[src/rtl/alu_system_control_unit.sv]
`default_nettype none
// ============================================================================
// Module   : alu_system_control_unit
// Purpose  : Hardwired fetch/execute sequencer driving every ALUSystem control.
// Revision : 1.0 - initial release
// ============================================================================
module alu_system_control_unit #(
    parameter int CNT_W = 16
) (
    input  logic             Clock,
    input  logic             Reset,
    input  logic [15:0]      IROut,
    input  logic [3:0]       ALUOutFlag,
    output logic [1:0]       RF_OutASel,
    output logic [1:0]       RF_OutBSel,
    output logic [1:0]       RF_FunSel,
    output logic [3:0]       RF_RSel,
    output logic [3:0]       RF_TSel,
    output logic [3:0]       ALU_FunSel,
    output logic [1:0]       ARF_OutASel,
    output logic [1:0]       ARF_OutBSel,
    output logic [1:0]       ARF_FunSel,
    output logic [3:0]       ARF_RSel,
    output logic             IR_LH,
    output logic             IR_Enable,
    output logic [1:0]       IR_Funsel,
    output logic             Mem_WR,
    output logic             Mem_CS,
    output logic [1:0]       MuxASel,
    output logic [1:0]       MuxBSel,
    output logic             MuxCSel,
    output logic [2:0]       state,
    output logic             halted,
    output logic [CNT_W-1:0] instr_count
);

    typedef enum logic [2:0] {
        S_RST  = 3'd0,
        S_FL   = 3'd1,
        S_FH   = 3'd2,
        S_EX   = 3'd3,
        S_HALT = 3'd4
    } state_t;

    localparam logic [3:0] c_OP_LDI  = 4'h0;
    localparam logic [3:0] c_OP_LDM  = 4'h1;
    localparam logic [3:0] c_OP_STM  = 4'h2;
    localparam logic [3:0] c_OP_ALU  = 4'h3;
    localparam logic [3:0] c_OP_BRA  = 4'h4;
    localparam logic [3:0] c_OP_BNE  = 4'h5;
    localparam logic [3:0] c_OP_LDAR = 4'h6;
    localparam logic [3:0] c_OP_HALT = 4'h7;

    localparam logic [1:0] c_FUN_INC   = 2'b01;
    localparam logic [1:0] c_FUN_LOAD  = 2'b10;
    localparam logic [1:0] c_FUN_CLEAR = 2'b11;

    state_t           r_state_q;
    state_t           w_state_d;
    state_t           w_cur;
    logic [CNT_W-1:0] r_count_q;
    logic [CNT_W-1:0] w_count_d;

    logic [3:0] w_op;
    logic [1:0] w_d;
    logic [1:0] w_s;
    logic [3:0] w_f;
    logic [3:0] w_d_onehot;
    logic       w_unused_flags;

    assign w_op           = IROut[15:12];
    assign w_d            = IROut[11:10];
    assign w_s            = IROut[9:8];
    assign w_f            = IROut[7:4];
    assign w_d_onehot     = 4'b1000 >> w_d;
    assign w_unused_flags = ^ALUOutFlag[2:0];

    always_ff @(posedge Clock) begin
        r_state_q <= w_state_d;
        r_count_q <= w_count_d;
    end

    always_comb begin
        w_state_d = r_state_q;
        w_count_d = r_count_q;
        // While Reset is low the datapath sees only the clearing pattern.
        w_cur     = Reset ? r_state_q : S_RST;

        RF_OutASel  = 2'b00;
        RF_OutBSel  = 2'b00;
        RF_FunSel   = c_FUN_LOAD;
        RF_RSel     = 4'b0000;
        RF_TSel     = 4'b0000;
        ALU_FunSel  = 4'b0000;
        ARF_OutASel = 2'b00;
        ARF_OutBSel = 2'b00;
        ARF_FunSel  = c_FUN_LOAD;
        ARF_RSel    = 4'b0000;
        IR_LH       = 1'b0;
        IR_Enable   = 1'b0;
        IR_Funsel   = c_FUN_LOAD;
        Mem_WR      = 1'b0;
        Mem_CS      = 1'b1;
        MuxASel     = 2'b00;
        MuxBSel     = 2'b00;
        MuxCSel     = 1'b0;
        halted      = 1'b0;

        if (!Reset) begin
            w_state_d = S_RST;
            w_count_d = '0;
        end else begin
            case (r_state_q)
                S_RST:   w_state_d = S_FL;
                S_FL:    w_state_d = S_FH;
                S_FH:    w_state_d = S_EX;
                S_EX: begin
                    w_count_d = r_count_q + CNT_W'(1);
                    w_state_d = (w_op == c_OP_HALT) ? S_HALT : S_FL;
                end
                S_HALT:  w_state_d = S_HALT;
                default: w_state_d = S_RST;
            endcase
        end

        case (w_cur)
            S_RST: begin
                RF_RSel    = 4'b1111;
                RF_TSel    = 4'b1111;
                RF_FunSel  = c_FUN_CLEAR;
                ARF_RSel   = 4'b1111;
                ARF_FunSel = c_FUN_CLEAR;
            end
            S_FL, S_FH: begin
                ARF_OutBSel = 2'b11;
                Mem_CS      = 1'b0;
                IR_Enable   = 1'b1;
                IR_LH       = (w_cur == S_FH);
                ARF_RSel    = 4'b0001;
                ARF_FunSel  = c_FUN_INC;
            end
            S_EX: begin
                case (w_op)
                    c_OP_LDI: begin
                        MuxASel = 2'b10;
                        RF_RSel = w_d_onehot;
                    end
                    c_OP_LDM: begin
                        Mem_CS  = 1'b0;
                        MuxASel = 2'b01;
                        RF_RSel = w_d_onehot;
                    end
                    c_OP_STM: begin
                        RF_OutASel = w_d;
                        Mem_CS     = 1'b0;
                        Mem_WR     = 1'b1;
                    end
                    c_OP_ALU: begin
                        RF_OutASel = w_d;
                        RF_OutBSel = w_s;
                        ALU_FunSel = w_f;
                        RF_RSel    = w_d_onehot;
                    end
                    c_OP_BRA: begin
                        MuxBSel  = 2'b10;
                        ARF_RSel = 4'b0001;
                    end
                    c_OP_BNE: begin
                        // Branch taken only when the Z flag is clear.
                        if (!ALUOutFlag[3]) begin
                            MuxBSel  = 2'b10;
                            ARF_RSel = 4'b0001;
                        end
                    end
                    c_OP_LDAR: begin
                        MuxBSel  = 2'b10;
                        ARF_RSel = 4'b1000;
                    end
                    default: ;
                endcase
            end
            S_HALT:  halted = 1'b1;
            default: ;
        endcase
    end

    assign state       = r_state_q;
    assign instr_count = r_count_q;

endmodule
`default_nettype wire

[config.mk]
export PLATFORM = sky130hd
export DESIGN_NAME = alu_system_control_unit
export DESIGN_NICKNAME = d
export VERILOG_FILES = /design/src/rtl/alu_system_control_unit.sv
export SDC_FILE = /design/constraint.sdc
export NUM_CORES = 1
export LEC_CHECK = 0
export CORE_MARGIN = 2
export CORE_UTILIZATION = 39
export CTS_BUF_LIST = sky130_fd_sc_hd__clkbuf_16
export DETAILED_ROUTE_END_ITERATION = 6
export PLACE_DENSITY = 0.87
export SLEW_MARGIN = 15
export SYNTH_ARGS = -nofsm -noshare
export SYNTH_HDL_FRONTEND = slang
export SYNTH_SLANG_ARGS = --single-unit
[constraint.sdc]
create_clock -name Clock -period 4.1 [get_ports Clock]
set_clock_uncertainty 0.05 [all_clocks]
set_input_delay 0.615 -clock Clock [delete_from_list [all_inputs] [get_ports Clock]]
set_output_delay 0.615 -clock Clock [all_outputs]
set_load 0.01 [all_outputs]
==> run summary <==
The routed layout has 1263 vias. The hold-critical path endpoint is instr_count[14]. The number of rows created at floorplan is 20.

The part of the Yosys area used for sequential elements is 30.37%. In this run the power density over the cells is 264.3 nW/um^2. The max-capacitance violation count came out at 0. The count of different cell masters after synthesis is 37. The buffer depth of the longest clock path came out at 2. Summing every instance area after synthesis gives 1252 sq um. The all-layer global routing usage is 17.04%.

The count of buffers added by post-CTS timing repair for setup is 0. The clock tree root buffer cell is sky130_fd_sc_hd__clkbuf_16. The number of buffers inserted by hold repair at cts is 0. The initial standard-cell utilization of the core is 41.02%. The final cell utilization of the core is 63.20%. For the worst-skew pair, the clock arrives at the later sink with an insertion delay of 0.25 ns.

The startpoint identified for the worst hold timing path is instr_count[14]. Buffers placed on the I/O ports in this run total 66. The average routed wire per standard cell came out at 11.75 um. Setup violations remaining at the end of the flow were counted as 0. TritonCTS built the clock tree.

The worst register-to-register path begins at state[1]. The count of yosys warnings during synthesis is 0. Across the whole layout, storage elements account for 380.4 sq um. For flop-to-flop paths, the worst setup slack is 2.24 ns. The synthesis-stage register bit count came out at 19. The layout has 260 filler cells.

Detailed placement ended at an HPWL of 2404 um. The full die area is 3681 sq um. The sink count of the clock tree came out at 19.

Cells with a size suffix above 1 make up 4.167% of the layout. In the post-synthesis netlist, the biggest area contributors are sky130_fd_sc_hd__dfxtp_1 (30%), sky130_fd_sc_hd__buf_4 (9.6%), sky130_fd_sc_hd__nor2_1 (5.7%), sky130_fd_sc_hd__xnor2_1 (5.6%), sky130_fd_sc_hd__nand2_1 (4.2%). The standard cell with the maximum stage delay on the critical path is sky130_fd_sc_hd__clkdlybuf4s50_1.

For this run, the slowest stage of the critical path takes 0.70 ns. The x dimension of the die is 60.67 um. The iteration-0 DRC count of the detailed router came out at 63.

Setup repair after global routing left no endpoint under its margin. In this run the remaining antenna-violating nets after routing total 0. Summing all multi-input logic gate instances after layout gives 716.9 sq um.

The final number of hold-violating endpoints came out at 0. STA classifies the critical path startpoint as a primary input. The total placed instance area is 1851 sq um. The first detailed-routing pass ran for 4 iterations. 81 I/O pins were placed. The worst register-to-register path ends at instr_count[15]. The placeable core region came out at 3053 sq um. In the routed design, unresolved DRC markers number 0.

Dividing the detail-routed via count by the number of cells gives 4.858. 0 antenna diodes ended up in the layout. Clock-pin slew was measured on the worst setup and hold paths at 0.05 ns. The number of max-slew violations in the final report is 0. Summed over all layers, the routed wires come to 3054 um. The run finished with clean final reports. The largest fanout of any net on the critical path came out at 10. The number of cells produced by synthesis came out at 160.

The layout net count is 240. For the worst flop-to-flop path, the logic depth is 4. The post-cts resize count came out at 0.

The worst-case vdd ir drop came out at 0.1296 mV. The global placer's final weighted congestion is 0.8109. For the worst setup path, the data required time is 3.43 ns. The synthesized design contains 0 enable-type register cells. The static leakage came out at 0.7195 nW. The shortest clock period the worst path allows after layout came out at 3.253 ns. The area added between synthesis and finish is 54.05%. Static timing analysis puts the maximum clock frequency at 307.4 MHz.

Measured against its own limit, the worst slew margin works out to 63.43%. Of all cell types, the one taking the most synthesized area is sky130_fd_sc_hd__dfxtp_1. Walking the worst path, the cells encountered are clkdlybuf4s50_1, inv_1, a21oi_1, inv_1, clkdlybuf4s50_1. In the synthesized netlist, the cells that appear most often are sky130_fd_sc_hd__dfxtp_1 (19), sky130_fd_sc_hd__nor2_1 (19), sky130_fd_sc_hd__buf_4 (16), sky130_fd_sc_hd__nand2_1 (14). The top cell type by area accounts for 30.37% of the synthesized area. The share of the cycle needed by the critical path after routing is 79.35%. The slew at the pin closest to its max-slew limit came out at 0.5485 ns.

The global-route wire length before repair is 4802 um. The number of H-tree branching levels came out at 1. The via count of the first global-routing pass came to 1138. The height of the chip is 60.67 um.

The instance count along the most critical hold path is 2. Tracing the worst setup path back leads to its startpoint at Reset. For this run, asynchronously set or reset flops after synthesis account for 0%. The most used flip-flop cell after synthesis is sky130_fd_sc_hd__dfxtp_1. Each instance of the synthesized netlist takes up on average 7.828 sq um. The path class of the tightest hold or removal check is flop to flop. The post-route cell area came out at 1929 sq um. The overflow left after global routing came out at 0. STA classifies the critical path endpoint as an output port. TritonCTS created 3 clock buffers.

The worst setup path is of the primary input to output port kind. Data arrives at the worst endpoint at 2.59 ns. The initial antenna violation count is 0. Entering global routing, the biggest net connects 15 pins. The kind of cell with the highest combined delay along the critical path is buffers and inverters. The total negative slack for setup checks came out at 0 ns. The critical path buffer and inverter count came out at 4.
placed cells by master, fill, tap and decap left out, drive strengths merged, types with 3 or more instances in the layout:
| master | n |
|---|---|
| nand3 | 4 |
| and3 | 4 |
| nand4 | 5 |
| nor3 | 5 |
| mux2i | 3 |
| or3 | 4 |
| conb | 7 |
| inv | 9 |
| xnor2 | 8 |
| or2 | 3 |
| a21oi | 6 |
| and2 | 6 |
| o41ai | 4 |
| clkdlybuf4s50 | 66 |
| o21ai | 4 |
| clkbuf | 3 |
| nor2 | 19 |
| xor2 | 5 |
| dfxtp | 19 |
| nand2b | 3 |
| nand2 | 14 |
power by group:
group          leakage, nW  total, mW  switching (mW)  internal [mW]
Clock               0.0423      0.193          0.0639          0.129
Combinational        0.524      0.120          0.0533         0.0665
Sequential           0.154      0.197         0.00836          0.188
how the worst max path moves through the flow:
stage	slack, ns	cells past startpoint	endpoint
3_3_place_gp	0.89	5	RF_TSel[0]
4_1_cts	0.86	5	ALU_FunSel[1]
6_report	0.85	5	RF_TSel[2]
2_1_floorplan	1.88	5	RF_TSel[0]
5_1_grt	0.64	5	RF_TSel[3]
3_5_place_dp	0.87	5	ALU_FunSel[1]
metrics by stage:
| stage | instances | power (mW) | hold slack [ns] | setup WS (ns) |
|---|---|---|---|---|
| floorplan | 165 | 0.2687 | 0.4482 | 1.880 |
| global placement | 256 | 0.3187 | 0.4164 | 0.8947 |
| detailed placement | 256 | 0.3204 | 0.4301 | 0.8655 |
| CTS | 260 | 0.5150 | 0.4382 | 0.8567 |
| global route | 260 | 0.5347 | 0.4701 | 0.6360 |
| finish | 260 | 0.5100 | 0.4357 | 0.8467 |
layer usage:
layer | routed length [um] | global-route usage, % | part of all wire (%) | vias to the layer above
li1 | - | - | - | 635
met1 | 1327 | 21.83 | 43 | 580
met2 | 1528 | 29.19 | 50 | 46
met3 | 178 | 3.625 | 5.8 | 2
met4 | 19 | 4.348 | 0.62 | 0
met5 | 0 | 0 | 0 | -
layout make-up:
type                            instances  area share, %
Tap cell                               44          2.853
Sequential cell                        19          19.71
Clock inverter                          1         0.1946
Inverter                                8          1.556
Clock buffer                            3          3.891
Multi-Input combinational cell        118          37.16
Timing Repair Buffer                   67          34.63
registers in the layout, summed over array words and instances, names as in the netlist:
name and count:
state 3, instr_count 16
worst min-delay path, cell delays in order (launching register included):
cell and delay, ns:
sky130_fd_sc_hd__dfxtp_1 0.33, sky130_fd_sc_hd__nand2_1 0.06, sky130_fd_sc_hd__mux2i_1 0.05
kinds of logic (layout without fill, tap and decap cells):
logic type	Yosys count	count (layout)	synth area share, %
mux	3	3	2.398
fa+ha+maj	1	1	0.9988
other cells	2	7	0.5996
xor+xnor	13	13	9.091
buf+inv	28	79	13.89
compound gates	16	16	8.091
simple gates	78	78	34.57
flops	19	19	30.37
(Power assumes the default switching activity.)
